[config.mk]
export PLATFORM = sky130hd
export DESIGN_NAME = mem_port_arbiter
export DESIGN_NICKNAME = d
export VERILOG_FILES = /design/src/rtl/mem_arb_pkg.sv /design/src/rtl/mem_arb_pick.sv /design/src/rtl/mem_port_arbiter.sv
export SDC_FILE = /design/constraint.sdc
export NUM_CORES = 1
export LEC_CHECK = 0
export ABC_AREA = 1
export BUFFER_PORTS_ARGS = -buffer_cell sky130_fd_sc_hd__buf_2
export CORE_AREA = 2 2 169 171
export CTS_BUF_LIST = sky130_fd_sc_hd__clkbuf_8
export CTS_CLUSTER_SIZE = 24
export DETAILED_ROUTE_END_ITERATION = 12
export DIE_AREA = 0 0 171 173
export RECOVER_POWER = 100
export SETUP_SLACK_MARGIN = 0.15
export SYNTH_ARGS = -nofsm -noshare
export SYNTH_HDL_FRONTEND = slang
export SYNTH_SLANG_ARGS = --single-unit
[constraint.sdc]
create_clock -name CLK -period 1.91 [get_ports CLK]
set_input_delay 0.0955 -clock CLK [delete_from_list [all_inputs] [get_ports CLK]]
set_output_delay 0.0955 -clock CLK [all_outputs]
set_load 0.005 [all_outputs]
[src/rtl/mem_arb_pkg.sv]
// Shared types for the unified memory-port arbiter.
//   state_t  : arbiter FSM states
//   owner_t  : which requester owns the in-flight access
//   streak_w : width of the DM streak counter for a given streak limit
package mem_arb_pkg;

  typedef enum logic [1:0] {IDLE, ISSUE, WAIT, RESP} state_t;

  typedef enum logic {OWN_IF, OWN_DM} owner_t;

  // Must hold values 0..max_streak inclusive.
  function automatic int streak_w(input int max_streak);
    return $clog2(max_streak + 1);
  endfunction

endpackage

[src/rtl/mem_arb_pick.sv]
// Combinational grant picker.
//   if_req, dm_req : pending requests (valid only while the arbiter is idle)
//   streak         : consecutive DM grants taken while fetch was waiting
//   gnt_vld        : some request can be granted
//   owner          : winner; DM unless fetch has waited MAX_DM_STREAK grants
module mem_arb_pick
  import mem_arb_pkg::*;
#(
  parameter int MAX_DM_STREAK = 4,
  parameter int SW            = streak_w(MAX_DM_STREAK)
) (
  input  logic          if_req,
  input  logic          dm_req,
  input  logic [SW-1:0] streak,
  output logic          gnt_vld,
  output owner_t        owner
);

  logic at_limit;

  assign at_limit = (streak == SW'(MAX_DM_STREAK));
  assign gnt_vld  = if_req | dm_req;
  // Fetch only wins a contested cycle once the streak has saturated.
  assign owner    = (dm_req && !(if_req && at_limit)) ? OWN_DM : OWN_IF;

endmodule

[src/rtl/mem_port_arbiter.sv]
// Serialises instruction-fetch (read-only) and data (ld/sd) accesses onto one
// memory port. One access in flight at a time: IDLE -> ISSUE -> [WAIT] -> RESP.
//   IF_*      : fetch requester (REQ held until GNT; RVALID/RDATA response)
//   DM_*      : data requester (WE selects sd; RVALID for ld, WDONE for sd)
//   MEM_*     : memory macro port; MEM_RDATA valid MEM_LAT cycles after issue
//   BUSY      : arbiter is not idle
module mem_port_arbiter
  import mem_arb_pkg::*;
#(
  parameter int ADDR_W        = 32,
  parameter int DATA_W        = 64,
  parameter int MEM_LAT       = 1,
  parameter int MAX_DM_STREAK = 4
) (
  input  logic              CLK,
  input  logic              RST_N,
  input  logic              IF_REQ,
  input  logic [ADDR_W-1:0] IF_ADDR,
  output logic              IF_GNT,
  output logic              IF_RVALID,
  output logic [DATA_W-1:0] IF_RDATA,
  input  logic              DM_REQ,
  input  logic              DM_WE,
  input  logic [ADDR_W-1:0] DM_ADDR,
  input  logic [DATA_W-1:0] DM_WDATA,
  output logic              DM_GNT,
  output logic              DM_RVALID,
  output logic [DATA_W-1:0] DM_RDATA,
  output logic              DM_WDONE,
  output logic              MEM_EN,
  output logic              MEM_WE,
  output logic [ADDR_W-1:0] MEM_ADDR,
  output logic [DATA_W-1:0] MEM_WDATA,
  input  logic [DATA_W-1:0] MEM_RDATA,
  output logic              BUSY
);

  localparam int SW = streak_w(MAX_DM_STREAK);
  localparam int CW = (MEM_LAT > 1) ? $clog2(MEM_LAT) : 1;

  state_t            state, state_nx;
  owner_t            own;
  logic              we;
  logic [SW-1:0]     streak;
  logic [CW-1:0]     cnt;
  logic [DATA_W-1:0] if_hold, dm_hold;
  logic              pick_vld;
  owner_t            pick_own;

  mem_arb_pick #(.MAX_DM_STREAK(MAX_DM_STREAK), .SW(SW)) u_pick (
    .if_req  (IF_REQ),
    .dm_req  (DM_REQ),
    .streak  (streak),
    .gnt_vld (pick_vld),
    .owner   (pick_own)
  );

  always_ff @(posedge CLK or negedge RST_N) begin
    if (!RST_N) state <= IDLE;
    else        state <= state_nx;
  end

  always_comb begin
    state_nx = state;
    case (state)
      IDLE:  if (pick_vld) state_nx = ISSUE;
      ISSUE: state_nx = (we || MEM_LAT == 1) ? RESP : WAIT;
      // cnt was loaded with MEM_LAT-1 in ISSUE; leave on the last WAIT cycle.
      WAIT:  if (cnt == CW'(1)) state_nx = RESP;
      RESP:  state_nx = IDLE;
      default: state_nx = IDLE;
    endcase
  end

  // Request latch, streak, latency counter and held read data.
  always_ff @(posedge CLK or negedge RST_N) begin
    if (!RST_N) begin
      own       <= OWN_IF;
      we        <= 1'b0;
      streak    <= '0;
      cnt       <= '0;
      MEM_ADDR  <= '0;
      MEM_WDATA <= '0;
      if_hold   <= '0;
      dm_hold   <= '0;
    end else begin
      case (state)
        IDLE: if (pick_vld) begin
          own <= pick_own;
          if (pick_own == OWN_DM) begin
            we        <= DM_WE;
            MEM_ADDR  <= DM_ADDR;
            MEM_WDATA <= DM_WDATA;
            // Only count DM grants that actually made fetch wait.
            if (IF_REQ && streak != SW'(MAX_DM_STREAK)) streak <= streak + SW'(1);
          end else begin
            we       <= 1'b0;
            MEM_ADDR <= IF_ADDR;
            streak   <= '0;
          end
        end
        ISSUE: cnt <= CW'(MEM_LAT - 1);
        WAIT:  cnt <= cnt - CW'(1);
        RESP: if (!we) begin
          if (own == OWN_IF) if_hold <= MEM_RDATA;
          else               dm_hold <= MEM_RDATA;
        end
        default: ;
      endcase
    end
  end

  assign BUSY      = (state != IDLE);
  assign MEM_EN    = (state == ISSUE);
  assign MEM_WE    = (state == ISSUE) && we;
  assign IF_GNT    = (state == ISSUE) && (own == OWN_IF);
  assign DM_GNT    = (state == ISSUE) && (own == OWN_DM);
  assign IF_RVALID = (state == RESP) && !we && (own == OWN_IF);
  assign DM_RVALID = (state == RESP) && !we && (own == OWN_DM);
  assign DM_WDONE  = (state == RESP) &&  we && (own == OWN_DM);
  // Memory data passes straight through in RESP, then the captured copy holds.
  assign IF_RDATA  = IF_RVALID ? MEM_RDATA : if_hold;
  assign DM_RDATA  = DM_RVALID ? MEM_RDATA : dm_hold;

endmodule

==> results_dict.tcl, run 1 <==
set metrics [dict create \
    status "complete, but fails checks" \
    violations "negative setup slack" \
    crit_top_cell "buf_12" \
    ir_worst_vdd_uv 652.2 \
    slew_violations 0 \
    antenna_left 0 \
    wl_per_cell_um 16.33 \
    ios 429 \
    synth_seq_area_share_pct 57.29 \
    synth_area_mm2 0.01013 \
    path_class "reg -> out" \
    finalWorstSetupSlack_ps -167.0 \
    hpwl_mm 21.85 \
    fillers 2228 \
    grt-ovfl-total 0 \
    start_util_pct 36.68 \
    cp.arrival_ps 1980 \
    whs_ps 65.35 \
    syn_area_per_cell_um2 8.252 \
    grt_max_degree 71 \
    cp_slowest_cell "dfrtp_1" \
    fmax_mhz 481.5 \
    rsz0062_at_grt "yes" \
    htreeDepth 2 \
    worst_pin_slew_ps 1044 \
    final_cell_mix "nand2_1, buf_2, dfrtp_1" \
    fin_crit_ps 2077 \
    hold_end "state[1]" \
    start_kind "flop" \
    via_per_inst 4.752 \
    crit_fanout 8 \
    min_from "DM_REQ" \
    synth_top_cell_area_share_pct 57.29 \
    clockRootBuffer "clkbuf_8" \
    hp-class "in -> reg" \
    die_area_mm2 0.02958 \
    clock_sinks 232 \
    firstDrtPassIters 5 \
    yosys-top-cells-area "dfrtp_1, nand2_1, o21ai_0" \
    max_stage_delay_ps 390 \
    fin_crit_sh_pct 108.7 \
    yosys.area.top_type "dfrtp_1" \
    grt_pass1_vias 10518 \
    seq_area_mm2 0.005807 \
    r2r_slack_ps 140 \
    synthCells 1228 \
    core_area_mm2 0.02763 \
    worst_r2r_endpoint "MEM_ADDR[2]" \
    slew-limit-headroom_pct 30.43 \
    die_width_um 171 \
    cts_made_buffers 42 \
    antenna_cells 0 \
    routed_wl_mm 38.22 \
    rr_worst_depth 11 \
    required_ps 1810 \
    p_leak_uw 0.009263 \
    path_delay_family "buffers and inverters" \
    layout-drive-gt1-share_pct 33.98 \
    row_count 61 \
    min_path_cells 5 \
    layout_commonest_cell "nand2_1" \
    synth_cell_types 20 \
    worst-path-buf-inv 4 \
    drtIter0Drc 728 \
    synth-seq-cells 232 \
    cap_violations 0 \
    vias 11124 \
    syn_to_final_growth_pct 71.42 \
    reg2reg_from "state[1]" \
    die_h_um 173 \
    ys_warn_count 0 \
    port_buffers 428 \
    fin_nets 2141 \
    clockBufferDepth 3 \
    grt_first_pass_wirelength_mm 54.19 \
    gp_congestion 0.8323 \
    tritoncts "yes" \
    setup_viol 126 \
    end_kind "output pin" \
    skew_ps 17.52 \
    path_cells "ha_4 > nand3_4 > buf_12 > buf_12 > buf_16 > o21ai_2 > buf_2" \
    grt_usage_pct 22.98 \
    path_clk_slew_ps 60 \
    antenna_found_initial 0 \
    powerDensity_mw_per_mm2 1549 \
    finalHoldViolations 0 \
    synth_nets 1432 \
    power_uw 26900 \
    multi_input_area_mm2 0.004207 \
    clk_latency_ps 540 \
    route.detailed.drc 0 \
]
## per-stage QoR
stage | setup slack (ps) | area (µm²) | TNS (ps) | instances | utilization [%]
2_1_floorplan | 420.9 | 10130 | 0 | 1228 | -
3_3_place_gp | 124.8 | 12860 | 0 | 2006 | 46.55
3_5_place_dp | 63.57 | 12860 | 0 | 2006 | 46.55
4_1_cts | -135.5 | 16270 | -9948 | 2303 | 58.89
5_1_grt | -243.6 | 17370 | -20830 | 2341 | 62.87
6_report | -167.0 | 17370 | -8233 | 2341 | 62.87
## synthesized netlist by cell type (all sizes together)
cell and count:
nand2 434, o21ai 259, dfrtp 232, inv 146, nand3 71, buf 36, clkbuf 35, ha 7
nor2 4, a21oi 2, o22ai 1, xor2 1
## how the worst max path moves through the flow
stage	start	to	depth (start not counted)
2_1_floorplan	state[0]	MEM_ADDR[10]	8
3_3_place_gp	state[0]	DM_RDATA[50]	5
3_5_place_dp	state[0]	DM_RDATA[30]	5
4_1_cts	state[1]	IF_RDATA[35]	7
5_1_grt	state[0]	DM_RDATA[12]	6
6_report	state[0]	IF_RDATA[19]	7
## layout make-up
class                      count  area share, %
clock buffer                  46          3.645
clock inverter                24         0.5979
inverter                     146          3.321
multi-input combinational    781          24.22
sequential                   232          33.43
tap                          378          2.723
timing repair buffer         734          32.07
## worst min-delay path: cells and delay by family
kind                   cells  cell delay, ps
buffers and inverters      2             210
and+or+nand+nor            3             240
## per-layer routing
layer / share of wire [%] / global-route usage, % / vias up
met3: 7.5 / 6.203 / 112
li1: - / - / 5328
met1: 40 / 27.98 / 5165
met4: 4.0 / 11.19 / 0
met2: 49 / 37.55 / 519
met5: 0 / 0 / -
## power breakdown
group	internal, µW	total, µW	leakage [µW]	switching (µW)
sequential	7340	8540	0.00286	1200
combinational	6680	14100	0.00596	7460
clock	2190	4230	0.000441	2030
total	16200	26900	0.00926	10700
## flip-flops by register name (all words and copies together) (netlist names)
name / count
MEM_WDATA: 64
dm_hold: 64
if_hold: 64
MEM_ADDR: 32
streak: 3
state: 2
cnt: 1
own: 1
we: 1
## kinds of logic (layout without fill, tap and decap cells)
logic type | Yosys count | after routing | share of synthesized area, %
AND/OR/NAND/NOR | 509 | 511 | 19.93
AO/OA/AOI/OAI | 262 | 262 | 12.99
flip-flops | 232 | 232 | 57.29
buffers and inverters | 217 | 950 | 8.841
adder cells (fa/ha/maj) | 7 | 7 | 0.8643
XOR/XNOR | 1 | 1 | 0.08645
## what timing repair did
action                                 in CTS  in global routing
cloned                                      8                 18
setup endpoints to repair                 145                235
gates resized for setup                   149                229
setup buffers                              24                 20
pin swaps                                   5                  8
hold buffers                              195                  0
endpoints found under the hold margin     336                  0
(Power assumes the default switching activity.)
==> inputs of run 2 (changes only) <==
--- a/config.mk
+++ b/config.mk
@@ -7,11 +7,10 @@
 export LEC_CHECK = 0
 export ABC_AREA = 1
 export BUFFER_PORTS_ARGS = -buffer_cell sky130_fd_sc_hd__buf_2
-export CORE_AREA = 2 2 169 171
+export CORE_UTILIZATION = 35
 export CTS_BUF_LIST = sky130_fd_sc_hd__clkbuf_8
 export CTS_CLUSTER_SIZE = 24
 export DETAILED_ROUTE_END_ITERATION = 12
-export DIE_AREA = 0 0 171 173
 export RECOVER_POWER = 100
 export SETUP_SLACK_MARGIN = 0.15
 export SYNTH_ARGS = -nofsm -noshare
==> results_dict.tcl, run 2 (synthesis results as in run 1) <==
set metrics [dict create \
    status "complete, but fails checks" \
    violations "negative setup slack" \
    worst_pin_slew_ps 1354 \
    clockBufferDepth 3 \
    final_cell_mix "buf_2, nand2_1, dfrtp_1" \
    die_area_mm2 0.02964 \
    place_ws_ps 81.26 \
    r2r_slack_ps 260 \
    clock_sinks 232 \
    end_kind "output pin" \
    drtIter0Drc 614 \
    grt_first_pass_wirelength_mm 53.76 \
    core_area_mm2 0.02816 \
    antenna_found_initial 0 \
    path_delay_family "buffers and inverters" \
    die_h_um 172.2 \
    largestRegisters "MEM_WDATA (64), dm_hold (64), if_hold (64)" \
    p_leak_uw 0.009245 \
    firstDrtPassIters 5 \
    slew_violations 0 \
    cts_made_buffers 41 \
    via_per_inst 4.789 \
    layout_commonest_cell "buf_2" \
    row_count 61 \
    dp.cells 1995 \
    cap_violations 0 \
    fin_cells 2325 \
    hp-class "in -> reg" \
    fin_crit_ps 2038 \
    final_util_pct 62.04 \
    dpl_cell_area_mm2 0.01282 \
    clk_latency_ps 550 \
    ir_worst_vdd_uv 777.7 \
    htreeDepth 2 \
    reg2reg_from "state[0]" \
    path_depth 7 \
    wl_per_cell_um 16.55 \
    min_path_cells 4 \
    rr_worst_depth 6 \
    path_clk_slew_ps 60 \
    grt-ovfl-total 0 \
    tritoncts "yes" \
    rsz0062_at_grt "yes" \
    grt_usage_pct 23.13 \
    required_ps 1810 \
    route.detailed.drc 0 \
    syn_to_final_growth_pct 72.42 \
    antenna_cells 0 \
    die_width_um 172.2 \
    cp_slowest_cell "dfrtp_1" \
    min_from "DM_WDATA[36]" \
    path_cells "ha_4 > nand3_4 > buf_12 > buf_8 > nand2_1 > o21ai_2 > buf_6" \
    hpwl_mm 21.97 \
    skew_ps 26.91 \
    clockRootBuffer "clkbuf_8" \
    port_buffers 428 \
    finalHoldViolations 0 \
    setup_viol 116 \
    path_class "reg -> out" \
    fin_nets 2119 \
    slew-limit-headroom_pct 9.750 \
    finalWorstSetupSlack_ps -127.8 \
    cp.arrival_ps 1940 \
    grt_max_degree 62 \
    ios 429 \
    worst_r2r_endpoint "if_hold[17]" \
    max_stage_delay_ps 410 \
    start_util_pct 35.98 \
    powerDensity_mw_per_mm2 1578 \
    worst-path-buf-inv 3 \
    hold_end "MEM_WDATA[36]" \
    routed_wl_mm 38.47 \
    vias 11134 \
    start_kind "flop" \
    grt_pass1_vias 10611 \
    gp_congestion 0.7991 \
    fmax_mhz 490.7 \
    fin_crit_sh_pct 106.7 \
    antenna_left 0 \
    layout-drive-gt1-share_pct 36.62 \
    crit_fanout 7 \
    final_area_mm2 0.01747 \
]
run 2: cell types whose count changed in the layout (fill, tap and decap cells not counted), moves of 7 or more:
cell | before | now
o21ai_2 | 63 | 72
nand2_4 | 35 | 26
buf_6 | 31 | 18
inv_1 | 152 | 145
nand2_1 | 374 | 332
nand2_2 | 24 | 76
buf_4 | 36 | 25
o21ai_0 | 143 | 130
run 2: metal layers:
metal / vias up / GRT usage, % / wire length (µm)
met2: 508 / 39.71 / 18850
met5: - / 0 / 0
met4: 0 / 11.58 / 1805
met3: 116 / 5.974 / 2957
met1: 5238 / 26.64 / 14850
li1: 5272 / - / -
run 2: final cells by class:
| type | instances | area (µm²) |
|---|---|---|
| clock buffers | 49 | 674.4 |
| clock inverters | 26 | 177.7 |
| flip-flops and latches | 232 | 5807 |
| fillers | 2346 | 10690 |
| multi-input cells | 781 | 4289 |
| inverters | 146 | 576.8 |
| well taps | 378 | 473.0 |
| repair buffers | 713 | 5474 |
run 2: report_power, final:
group	internal (µW)	switching [µW]	total [µW]
clock	2620	2100	4720
combinational	6710	7540	14200
sequential	7340	1260	8590
total	16700	10900	27600
run 2: per-stage QoR:
stage	hold WS, ps	total power [µW]	TNS [ps]
2_1_floorplan	-200.1	13150	0
3_3_place_gp	47.25	17910	0
3_5_place_dp	50.52	18140	0
4_1_cts	72.63	25040	-13530
5_1_grt	279.9	29510	-22210
6_report	300.5	27560	-8329
run 2: worst max-delay path by stage:
stage                         from           end  slack [ps]
after CTS                 state[1]  IF_RDATA[13]        -160
after floorplan           state[0]  MEM_ADDR[10]         420
after global routing      state[1]  DM_RDATA[37]        -250
after detailed placement  state[1]  DM_RDATA[32]          80
final                     state[1]   DM_RDATA[3]        -130
after global placement    state[0]  DM_RDATA[63]          90
run 2: repair_timing:
item                                   in CTS  in global routing
endpoints found under the hold margin     461                  0
setup endpoints to repair                 159                179
cloned                                      8                 19
pin swaps                                   5                  9
hold buffers                              196                  0
buffers inserted                           19                 13
resized for setup                         156                265
run 2: worst register-to-register path, stage by stage (launching register included):
cell and delay (ps):
dfrtp_1 390, ha_4 190, nand3_4 100, buf_12 180
buf_12 150, bufbuf_16 280, o21ai_0 260
==> inputs of run 3 (changes only) <==
--- a/config.mk
+++ b/config.mk
@@ -7,10 +7,12 @@
 export LEC_CHECK = 0
 export ABC_AREA = 1
 export BUFFER_PORTS_ARGS = -buffer_cell sky130_fd_sc_hd__buf_2
-export CORE_UTILIZATION = 35
+export CORE_AREA = 2 2 167 169
 export CTS_BUF_LIST = sky130_fd_sc_hd__clkbuf_8
 export CTS_CLUSTER_SIZE = 24
 export DETAILED_ROUTE_END_ITERATION = 12
+export DIE_AREA = 0 0 169 171
+export PLACE_DENSITY = 0.65
 export RECOVER_POWER = 100
 export SETUP_SLACK_MARGIN = 0.15
 export SYNTH_ARGS = -nofsm -noshare
==> constraint.sdc (replaced) <==
create_clock -name CLK -period 2.15 [get_ports CLK]
set_input_delay 0.1075 -clock CLK [delete_from_list [all_inputs] [get_ports CLK]]
set_output_delay 0.1075 -clock CLK [all_outputs]
set_load 0.005 [all_outputs]
==> results_dict.tcl, run 3 (synthesis results as in run 1) <==
set metrics [dict create \
    cp-startpoint "state[0]" \
    ir_worst_vdd_uv 574.1 \
    final_cell_mix "nand2_1, buf_2, dfrtp_1" \
    via_per_inst 4.961 \
    rr_worst_depth 8 \
    grt-ovfl-total 0 \
    htreeDepth 2 \
    clockRootBuffer "clkbuf_8" \
    fmax_mhz 486.0 \
    drtIter0Drc 830 \
    hp-class "in -> reg" \
    fillers 2289 \
    die_width_um 169 \
    r2r_slack_ps 230 \
    rsz0062_at_grt "yes" \
    crit_fanout 6 \
    grt_usage_pct 24.38 \
    layout-drive-gt1-share_pct 27.45 \
    powerDensity_mw_per_mm2 1382 \
    wl_per_cell_um 17.15 \
    endpoint "IF_RDATA[37]" \
    end_kind "output pin" \
    required_ps 2040 \
    power.share.switching_pct 40.03 \
    worst_r2r_endpoint "MEM_ADDR[26]" \
    grt_pass1_vias 10682 \
    fin_crit_sh_pct 95.71 \
    vias 11241 \
    skew_ps 19.31 \
    core_area_mm2 0.02732 \
    path_class "reg -> out" \
    seq_area_mm2 0.005809 \
    cts_made_buffers 40 \
    path_clk_slew_ps 60 \
    reg2reg_from "state[0]" \
    fin_crit_ps 2058 \
    antenna_found_initial 0 \
    syn_to_final_growth_pct 62.28 \
    antenna_cells 0 \
    clk_latency_ps 520 \
    start_util_pct 37.09 \
    status "finished clean" \
    slew_violations 0 \
    slew-limit-headroom_pct 18.45 \
    comb_power_share_pct 49.2 \
    setup_viol 0 \
    switching_power_uw 9097 \
    grt_first_pass_wirelength_mm 55.99 \
    finalWorstSetupSlack_ps 92.24 \
    seqPwrFrac_pct 33.3 \
    setup_tns_ps 0 \
    antenna_left 0 \
    ios 429 \
    start_kind "flop" \
    largestRegisters "MEM_WDATA (64), dm_hold (64), if_hold (64)" \
    clock_sinks 232 \
    p_int_uw 13630 \
    cp.arrival_ps 1950 \
    multi_input_area_mm2 0.003870 \
    fin_nets 2100 \
    p_clk_share_pct 17.5 \
    route.detailed.drc 0 \
    worst_pin_slew_ps 1223 \
    gp_congestion 0.8053 \
    die_h_um 171 \
    port_buffers 428 \
    p_leak_uw 0.008782 \
    finalHoldViolations 0 \
    power_uw 22720 \
    hpwl_mm 21.31 \
    grt_max_degree 81 \
    cap_violations 0 \
    routed_wl_mm 38.86 \
    clockBufferDepth 3 \
    die_area_mm2 0.02890 \
    firstDrtPassIters 7 \
    tritoncts "yes" \
    layout_commonest_cell "nand2_1" \
    row_count 61 \
    place_ws_ps 377.0 \
]
run 3: changes by cell type in the layout (fill, tap and decap cells not counted), moves of 7 or more:
cell       delta
clkbuf_2      +8
clkbuf_1     +47
clkinv_2      -7
buf_6        -11
nand2_1      +64
o21ai_2      -35
clkbuf_4      +8
buf_4        -14
buf_12        -8
o21ai_1      -30
nand2_2      -66
clkbuf_16    -11
o21ai_0      +71
buf_2        -38
run 3: worst min path at each step:
stage	start	slack (ps)	endpoint	cells after the start
after floorplan	RST_N	-190	MEM_ADDR[0]	0
after global placement	RST_N	160	if_hold[3]	1
after detailed placement	RST_N	160	dm_hold[3]	1
after CTS	DM_REQ	20	we	5
after global routing	DM_REQ	60	we	5
final	DM_REQ	50	we	5
run 3: what timing repair did:
action,in CTS,in global routing
buffers inserted,13,15
gates cloned,14,10
endpoints found under the setup margin,130,175
hold endpoints to repair,299,0
hold buffers,195,0
pin swaps,2,1
gates resized for setup,107,106
run 3: layout make-up:
| type | count | area share (%) |
|---|---|---|
| sequential | 232 | 35.33 |
| inverter | 146 | 3.333 |
| clock inverter | 15 | 0.5478 |
| clock buffer | 51 | 4.268 |
| multi-input combinational | 779 | 23.53 |
| timing repair buffer | 697 | 30.36 |
| tap | 346 | 2.633 |
run 3: worst max-delay path: stages (launching register included):
cell,delay [ps]
dfrtp_2,380
ha_4,170
nand3_4,120
buf_6,160
buf_12,130
clkbuf_4,200
o21ai_2,140
buf_2,130
run 3: power by group through the flow:
| stage | combinational [µW] | clock (µW) | sequential, µW |
|---|---|---|---|
| floorplan | 4340 | 0 | 7350 |
| global placement | 8240 | 0 | 7350 |
| global route | 12300 | 4300 | 7770 |
| finish | 11200 | 3980 | 7570 |
| CTS | 10400 | 4090 | 7380 |
| detailed placement | 8440 | 0 | 7390 |
run 3: through the flow:
step | hold slack (ps) | cell area [µm²] | cells | util, %
4_1_cts | 18.43 | 16140 | 2241 | 59.09
3_5_place_dp | 164.1 | 12680 | 1953 | 46.39
6_report | 46.98 | 16440 | 2266 | 60.18
5_1_grt | 63.59 | 16440 | 2266 | 60.18
2_1_floorplan | -188.1 | 10130 | 1228 | -
3_3_place_gp | 162.0 | 12680 | 1953 | 46.39
run 3: per-layer routing:
metal  part of all wire [%]  vias to the layer above  GRT usage, %
met4                    3.6                        0         9.848
met1                     39                     5272         30.29
li1                       -                     5220             -
met3                    8.6                      102         5.344
met2                     48                      647         41.46
met5                      0                        -             0
